===== src/rtl/ysyx_23060136_ifu_idu_skid_reg.sv =====
// Fetch-to-decode two-entry skid register (main drives decode, skid absorbs one beat of back-pressure).
// Define YSYX_23060136_IFID_PERF_EN to add the stall/bubble performance counters.
module ysyx_23060136_ifu_idu_skid_reg #(
    parameter int                BITS_W   = 64,
    parameter int                INST_W   = 32,
    parameter logic [INST_W-1:0] NOP_INST = INST_W'(32'h00000013)
) (
    input  logic              clk,
    input  logic              rst,
    input  logic              IFU_o_valid,
    input  logic [BITS_W-1:0] IFU_o_pc,
    input  logic [INST_W-1:0] IFU_o_inst,
    input  logic              IFU_o_commit,
    output logic              IFU_i_ready,
    output logic              IDU_i_valid,
    output logic [BITS_W-1:0] IDU_i_pc,
    output logic [INST_W-1:0] IDU_i_inst,
    output logic              IDU_i_commit,
    input  logic              IDU_o_ready,
    input  logic              EXU_o_flush
`ifdef YSYX_23060136_IFID_PERF_EN
    ,
    output logic [63:0]       perf_stall_cnt,
    output logic [63:0]       perf_bubble_cnt
`endif
);

    // State bits are {skid_v, main_v}.
    typedef enum logic [1:0] {
        S_EMPTY = 2'b00,
        S_ONE   = 2'b01,
        S_FULL  = 2'b11
    } state_e;

    state_e              r_state;
    state_e              w_state_nxt;
    logic [BITS_W-1:0]   r_main_pc;
    logic [INST_W-1:0]   r_main_inst;
    logic                r_main_commit;
    logic [BITS_W-1:0]   r_skid_pc;
    logic [INST_W-1:0]   r_skid_inst;
    logic                r_skid_commit;

    logic w_push;
    logic w_pop;
    logic w_ld_main_in;
    logic w_ld_main_skid;
    logic w_ld_skid;
    logic w_drain;

    assign w_push = IFU_o_valid & ~r_state[1];
    assign w_pop  = r_state[0] & IDU_o_ready;

    always_ff @(posedge clk) begin
        if (rst) r_state <= S_EMPTY;
        else     r_state <= w_state_nxt;
    end

    always_comb begin
        w_state_nxt = r_state;
        case (r_state)
            S_EMPTY: if (w_push) w_state_nxt = S_ONE;
            S_ONE: begin
                if (w_push & ~w_pop)      w_state_nxt = S_FULL;
                else if (~w_push & w_pop) w_state_nxt = S_EMPTY;
            end
            S_FULL:  if (w_pop) w_state_nxt = S_ONE;
            default: w_state_nxt = S_EMPTY;
        endcase
        if (EXU_o_flush) w_state_nxt = S_EMPTY;
    end

    always_comb begin
        IDU_i_valid  = r_state[0];
        IFU_i_ready  = ~r_state[1];
        IDU_i_pc     = r_main_pc;
        IDU_i_inst   = r_main_inst;
        IDU_i_commit = r_main_commit;
    end

    // Main takes fetch data when it is (or is becoming) the free slot; skid only when main stays occupied.
    assign w_ld_main_in   = w_push & (~r_state[0] | w_pop);
    assign w_ld_main_skid = (r_state == S_FULL) & w_pop;
    assign w_ld_skid      = w_push & r_state[0] & ~w_pop;
    assign w_drain        = (r_state == S_ONE) & w_pop & ~w_push;

    always_ff @(posedge clk) begin
        if (rst) begin
            r_main_pc     <= '0;
            r_main_inst   <= NOP_INST;
            r_main_commit <= 1'b0;
            r_skid_pc     <= '0;
            r_skid_inst   <= NOP_INST;
            r_skid_commit <= 1'b0;
        end else if (EXU_o_flush) begin
            // pc keeps its last value so decode sees a stable address while empty
            r_main_inst   <= NOP_INST;
            r_main_commit <= 1'b0;
        end else begin
            if (w_ld_main_in) begin
                r_main_pc     <= IFU_o_pc;
                r_main_inst   <= IFU_o_inst;
                r_main_commit <= IFU_o_commit;
            end else if (w_ld_main_skid) begin
                r_main_pc     <= r_skid_pc;
                r_main_inst   <= r_skid_inst;
                r_main_commit <= r_skid_commit;
            end else if (w_drain) begin
                r_main_inst   <= NOP_INST;
                r_main_commit <= 1'b0;
            end
            if (w_ld_skid) begin
                r_skid_pc     <= IFU_o_pc;
                r_skid_inst   <= IFU_o_inst;
                r_skid_commit <= IFU_o_commit;
            end
        end
    end

`ifdef YSYX_23060136_IFID_PERF_EN
    always_ff @(posedge clk) begin
        if (rst) begin
            perf_stall_cnt  <= '0;
            perf_bubble_cnt <= '0;
        end else begin
            perf_stall_cnt  <= perf_stall_cnt + 64'(r_state[0] & ~IDU_o_ready);
            perf_bubble_cnt <= perf_bubble_cnt + 64'(~r_state[0]);
        end
    end
`endif

endmodule


===== config.mk =====
export PLATFORM = sky130hd
export DESIGN_NAME = ysyx_23060136_ifu_idu_skid_reg
export DESIGN_NICKNAME = d
export VERILOG_FILES = /design/src/rtl/ysyx_23060136_ifu_idu_skid_reg.sv
export SDC_FILE = /design/constraint.sdc
export NUM_CORES = 1
export LEC_CHECK = 0
export CAP_MARGIN = 20
export CORE_MARGIN = 1
export CORE_UTILIZATION = 48
export CTS_CLUSTER_SIZE = 30
export DETAILED_ROUTE_END_ITERATION = 16
export GPL_TIMING_DRIVEN = 0
export PLACE_DENSITY = 0.87
export SYNTH_ARGS = -nofsm -noshare
export SYNTH_HDL_FRONTEND = slang
export SYNTH_SLANG_ARGS = --single-unit
export TNS_END_PERCENT = 1

===== constraint.sdc =====
create_clock -name clk -period 3.4 [get_ports clk]
set_clock_uncertainty 0.2 [all_clocks]
set_input_delay 1.02 -clock clk [delete_from_list [all_inputs] [get_ports clk]]
set_output_delay 1.02 -clock clk [all_outputs]
set_load 0.02 [all_outputs]

==> results of run 1 <==
==> cell type report <==
cell class | instances | area [µm²]
timing repair buffer | 200 | 2000
inverter | 36 | 135
tap | 211 | 264
buffer | 78 | 417
sequential | 196 | 3920
clock buffer | 20 | 447
multi-input combinational | 615 | 3090
clock inverter | 12 | 130
fill | 1257 | 4910
==> critical path, delay by kind of cell <==
| family | cells | cell delay, ns |
|---|---|---|
| adders and majority gates | 1 | 0.33 |
| buffers and inverters | 4 | 1.17 |
| and+or+nand+nor | 1 | 0.06 |
| AOI/OAI and AO/OA | 3 | 0.74 |
==> synthesized netlist by cell type, types with 2 or more instances <==
master,n
buf_4,2
clkbuf_1,38
a311oi_1,64
dfxtp_1,196
a21oi_1,99
nand2_1,326
nor2_1,65
o21ai_0,2
buf_6,11
a222oi_1,30
nor3_1,2
ha_1,5
inv_1,36
buf_2,27
or3_1,2
o22ai_1,3
nand3b_1,3
nand3_1,2
==> cell families after synthesis <==
kind of cell,count (synthesis)
muxes,1
buffers and inverters,114
AOI/OAI and AO/OA,203
and+or+nand+nor,406
DFF,196
adders and majority gates,5
==> power breakdown <==
group          switching, mW  internal, mW  leakage (nW)  total, mW
Sequential            0.0428          2.37          1.59       2.42
Clock                  0.863          1.10         0.281       1.97
Combinational          0.339         0.314          1.95      0.653
==> stage by stage <==
stage | setup TNS (ns) | power [mW]
floorplan | 0 | 2.77
global placement | -2.94 | 3.11
CTS | 0 | 5.07
detailed placement | -6.71 | 3.12
finish | 0 | 5.04
global route | 0 | 5.21
==> cells in the final DEF (no fill, tap or decap), types with 3 or more instances in the layout <==
| master | n |
|---|---|
| nor2_1 | 65 |
| o22ai_1 | 3 |
| clkdlybuf4s50_1 | 200 |
| nand3b_1 | 3 |
| a222oi_1 | 30 |
| nand2_1 | 326 |
| inv_1 | 36 |
| buf_6 | 11 |
| clkinv_2 | 4 |
| a311oi_1 | 64 |
| buf_2 | 27 |
| a21oi_1 | 99 |
| clkbuf_1 | 40 |
| dfxtp_1 | 196 |
| clkbuf_16 | 17 |
| ha_1 | 5 |
==> worst paths after layout <==
check	slack, ns	start	end	cells after the start
worst min-delay path	0.26	r_skid_pc[16]$_SDFFE_PP0P_	r_skid_pc[16]$_SDFFE_PP0P_	2
worst max-delay path	0.23	IFU_o_valid	r_state[1]$_SDFFE_PP0P_	9
worst min register to register	0.26	r_skid_pc[16]$_SDFFE_PP0P_	r_skid_pc[16]$_SDFFE_PP0P_	2
worst max register to register	0.88	r_state[1]$_SDFFE_PP0P_	r_state[1]$_SDFFE_PP0P_	8
==> metal layers <==
layer  GRT usage, %  part of all wire (%)  routed length [µm]  vias to the layer above
met5              0                     0                   0                        -
met2           42.2                    48                9930                      270
met4           12.3                   3.1                 644                        0
met1           31.2                    42                8690                     3326
li1               -                     -                   -                     3585
met3           5.53                   6.7                1380                       43
==> flip-flops by register name, summed over array words and instances (netlist names) <==
| signal | cells |
|---|---|
| IDU_i_inst | 32 |
| r_skid_pc | 64 |
| IDU_i_pc | 64 |
| r_state | 2 |
| r_skid_commit | 1 |
| IDU_i_commit | 1 |
| r_skid_inst | 32 |
==> run metrics, run 1 <==
status=completed; setup violators final=0; syn_area_per_cell=8.18 µm²; slowest stage delay, CP=0.50 ns; IO Count=201; largest net degree at the start of global routing=17; largest cells by area after synthesis=dfxtp_1, nand2_1, a311oi_1; gpl congestion=around 0.86; post-CTS setup buffer count=0; num rows=45; slew margin rel.=55.9%; Mapped Area=7560 µm²; hold slack final=0.255 ns; number of synthesized flops with an enable pin=0; Crit Path Class=input port to register; leading area contributor after synthesis=dfxtp_1; Via density=about 5.3; DRT iter0 DRCs=609; grt ovf=0; DRT Wirelength=20,700 µm; Top FF cell, synth=dfxtp_1; post-route cell area=10,400 µm²; Die H=128 µm; post-synthesis mux area share=0.132%; Nets=1,251; Core ar.=15,300 µm²; Detail Route Antenna Nets=0; layout cells sized above 1=6.48%; Max Root-Sink Buffers=2; setup ws final=around 0.23 ns; CTS Hold Bufs=0; Syn Inst Count=925; Tmin final=3.17 ns; adder-cell share of the synthesized area=0.827%; Slew @ Worst Pin=0.662 ns; I/O Buffers=200; total track usage=25.3%; CP Launch Type=input port; vias in the first global route=6,727; RSZ-0062 raised after global routing=no; CTS Buf Count=17; maximum clock rate=315 MHz; Inst Count DP=1,336; Syn Nets=1,032; Fin. Hold Viols=0; post-synthesis compound-gate area fraction=19.0%; Worst Hold Class=register to register; DR WL/cell=15.1 µm; first-pass GRT wire length=32,300 µm; Root Driver=clkbuf_16; Placed Area=around 9800 µm²; Non-Filler Instances=~1.4k; post-route DRC violation count=0; H-tree level count=4; worst-skew pair later-pin latency=0.43 ns; PD cells=about 480 nW/µm²; Pleak=3.83 nW; CP Data Required Time=3.56 ns; crit path capture type=register; asr flop ratio synth=0%; Die W=128 µm; sequential area share after synthesis=51.9%; XOR/XNOR share of the synthesized area=0%; First-pass DRT Iterations=7; max cap viols=0; DP HPWL=14,800 µm; Sink Count=about 200; simple-gate share of the synthesized area=20.9%; slowest CP cell=clkdlybuf4s50_1; crit path cell chain=clkdlybuf4s50_1 > nand2b_4 > buf_6 > inv_1 > clkbuf_1 > ha_1 > a22o_1 > a2111o_1 > a21oi_1; die area=around 16,000 µm²; dpl ws=-0.196 ns; Worst Path Arrival=3.33 ns; CTS clk-pin slew, worst paths=around 0.070 ns; Netlist cell types=30; flops & latches, synth=196; fin. max-slew vios=0; Max VDD drop=0.327 mV; diodes inserted=0; period utilization=93.3%; TritonCTS clock tree=yes; Initial Utilization=between 40% and 50%; CTS resizes=0; initial antenna violation count=0; final core occ=between 60 and 70%; largest family of logic cells by synthesized area=simple AND/OR/NAND/NOR gates; Yosys top cell area share=between 50% and 60%; synth warn=0; Layout area overhead=37.6%; worst-path maximum fanout=10; vias post-DR=between 7k and 8k
Power figures use the tool's default switching activity.
==> run 2: changes to the inputs <==
--- a/config.mk
+++ b/config.mk
@@ -5,13 +5,13 @@
 export SDC_FILE = /design/constraint.sdc
 export NUM_CORES = 1
 export LEC_CHECK = 0
-export CAP_MARGIN = 20
+export CAP_MARGIN = 40
 export CORE_MARGIN = 1
 export CORE_UTILIZATION = 48
 export CTS_CLUSTER_SIZE = 30
 export DETAILED_ROUTE_END_ITERATION = 16
 export GPL_TIMING_DRIVEN = 0
-export PLACE_DENSITY = 0.87
+export PLACE_DENSITY = 0.79
 export SYNTH_ARGS = -nofsm -noshare
 export SYNTH_HDL_FRONTEND = slang
 export SYNTH_SLANG_ARGS = --single-unit
==> run 2 against run 1 <==
Wire length grew 1.4%; power grew 3.3%; critical path depth is the same; sequential power is essentially flat; worst setup slack gained 0.030 ns; combinational power is essentially flat; flip-flop and latch count is the same; sequential share of layout area shrank 0.20 points; final area grew 0.53%; core utilization grew 0.36 points; die area is the same.
==> run metrics, run 2 (same netlist as run 1, synthesis figures left out) <==
status=completed; TritonCTS clock tree=yes; R2R Setup Slk=0.91 ns (+0.03 ns); gr busiest metal=met2; CP Data Required Time=3.56 ns (about the same); met2 GRT Util=42.0% (-0.16 points); Detail Route Antenna Nets=0 (unchanged); post-CTS setup buffer count=0 (unchanged); first-pass GRT wire length=32,500 µm (+0.38%); slew margin rel.=56.5% (+0.64 points); Worst Hold Class=register to register; Crit Path Class=input port to register; Nets=1,251 (unchanged); Core ar.=15,300 µm² (unchanged); I/O Buffers=200 (unchanged); dpl ws=-0.185 ns (+0.0110 ns); DRT Wirelength=20,900 µm (+1.4%); worst-path maximum fanout=10 (unchanged); maximum clock rate=318 MHz (+0.97%); Max Root-Sink Buffers=2 (unchanged); Flop pwr share=46.5% (-1.5 points); Comb power frac=12.6% (-0.4 points); post-route total power=5.20 mW (+3.3%); Placed Area=9830 µm² (unchanged); diodes inserted=0 (unchanged); post-route DRC violation count=0 (unchanged); Fin. Hold Viols=0 (unchanged); num rows=45 (unchanged); worst-skew pair later-pin latency=0.43 ns (about the same); setup violators final=0 (unchanged); Max VDD drop=0.442 mV (+35%); Clock power frac=40.9% (+1.9 points); initial antenna violation count=0 (unchanged); IO Count=201 (unchanged); First-pass DRT Iterations=7 (unchanged); switching portion of total power=23.9% (-0.79 points); GR Util met1=31.7% (+0.56 points); total net switching power=1.24 mW (about the same); setup ws final=0.259 ns (+0.0304 ns); Worst Path Arrival=3.30 ns (-0.03 ns); Tmin final=3.14 ns (-0.0305 ns); Layout area overhead=38.3%; CTS Buf Count=17 (unchanged); Power Internal=3.96 mW (+4.4%); crit path capture type=register; PD cells=497 nW/µm² (+2.7%); DR WL/cell=15.3 µm (+1.4%); grt ovf=0 (unchanged); commonest non-fill, non-tap cells in the layout=nand2_1, clkdlybuf4s50_1, dfxtp_1; RSZ-0062 raised after global routing=no; DP HPWL=14,700 µm (-0.73%); Die H=128 µm (unchanged); Sink Count=196 (unchanged); Via density=5.30 (+0.28%); largest net degree at the start of global routing=17 (unchanged); die area=16,300 µm² (unchanged); period utilization=92.4% (-0.90 points); Pleak=3.86 nW (+0.86%); vias post-DR=7,244 (+0.28%); CTS Hold Bufs=0 (unchanged); max cap viols=0 (unchanged); fin. max-slew vios=0 (unchanged); post-route cell area=10,500 µm² (+0.53%); GR Layer Usage met3=7.50% (+2.0 points); gpl congestion=0.817 (-5.4%); Slew @ Worst Pin=0.653 ns (-0.00953 ns); CP Launch Type=input port; Initial Utilization=49.4% (unchanged); vias in the first global route=6,530 (-2.9%); CTS resizes=0 (unchanged); CTS clk-pin slew, worst paths=0.07 ns (about the same); Root Driver=clkbuf_16; layout cells sized above 1=6.66% (+0.17 points); DRT iter0 DRCs=620 (+1.8%); H-tree level count=4 (unchanged); commonest non-fill, non-tap cell in the layout=nand2_1; Die W=128 µm (unchanged); total track usage=25.5% (+0.15 points); setup TNS=0 ns (unchanged)
==> run 2: changes by cell type in the layout (fill, tap and decap cells not counted), sizes merged <==
cell      previous run  this run
clkinvlp             2         1
bufinv               2         4
clkbuf              58        57
==> run 2: per-layer routing <==
metal / up-vias / routed length, µm
met5: - / 0
met4: 0 / 395
met3: 36 / 1750
met2: 270 / 9970
met1: 3341 / 8830
li1: 3597 / -
==> run 2: final cells by class <==
class / count / area, µm²
plain buffers: 78 / 417
clock buffers: 19 / 453
clock inverters: 13 / 179
fillers: 1257 / 4850
inverters: 36 / 135
multi-input cells: 615 / 3090
flip-flops and latches: 196 / 3920
well taps: 211 / 264
repair buffers: 200 / 2000
==> run 2: worst max-delay path: stages <==
cell             delay [ns]
clkdlybuf4s50_1        0.50
nand2b_4               0.06
buf_6                  0.14
inv_1                  0.13
clkbuf_1               0.42
ha_1                   0.33
a22o_1                 0.23
a2111o_1               0.34
a21oi_1                0.13
==> run 2: power groups by stage <==
stage	logic (mW)	clock network (mW)	registers [mW]
floorplan	0.227	0	2.55
global placement	0.649	0	2.47
detailed placement	0.654	0	2.47
CTS	0.657	2.15	2.42
global route	0.703	2.25	2.43
finish	0.656	2.13	2.42
==> run 2: through the flow <==
| stage | utilization, % | std cells | hold WS [ns] |
|---|---|---|---|
| floorplan | - | 925 | 0.236 |
| global placement | 64.2 | 1336 | 0.236 |
| detailed placement | 64.2 | 1336 | 0.241 |
| CTS | 68.3 | 1368 | 0.254 |
| global route | 68.3 | 1368 | 0.268 |
| finish | 68.3 | 1368 | 0.254 |
==> run 2: worst paths after layout <==
kind	from	endpoint	cells after the start
worst max-delay path	IFU_o_valid	r_state[1]$_SDFFE_PP0P_	9
worst min-delay path	r_skid_pc[5]$_SDFFE_PP0P_	r_skid_pc[5]$_SDFFE_PP0P_	2
worst max register to register	r_state[1]$_SDFFE_PP0P_	r_state[1]$_SDFFE_PP0P_	8
worst min register to register	r_skid_pc[5]$_SDFFE_PP0P_	r_skid_pc[5]$_SDFFE_PP0P_	2
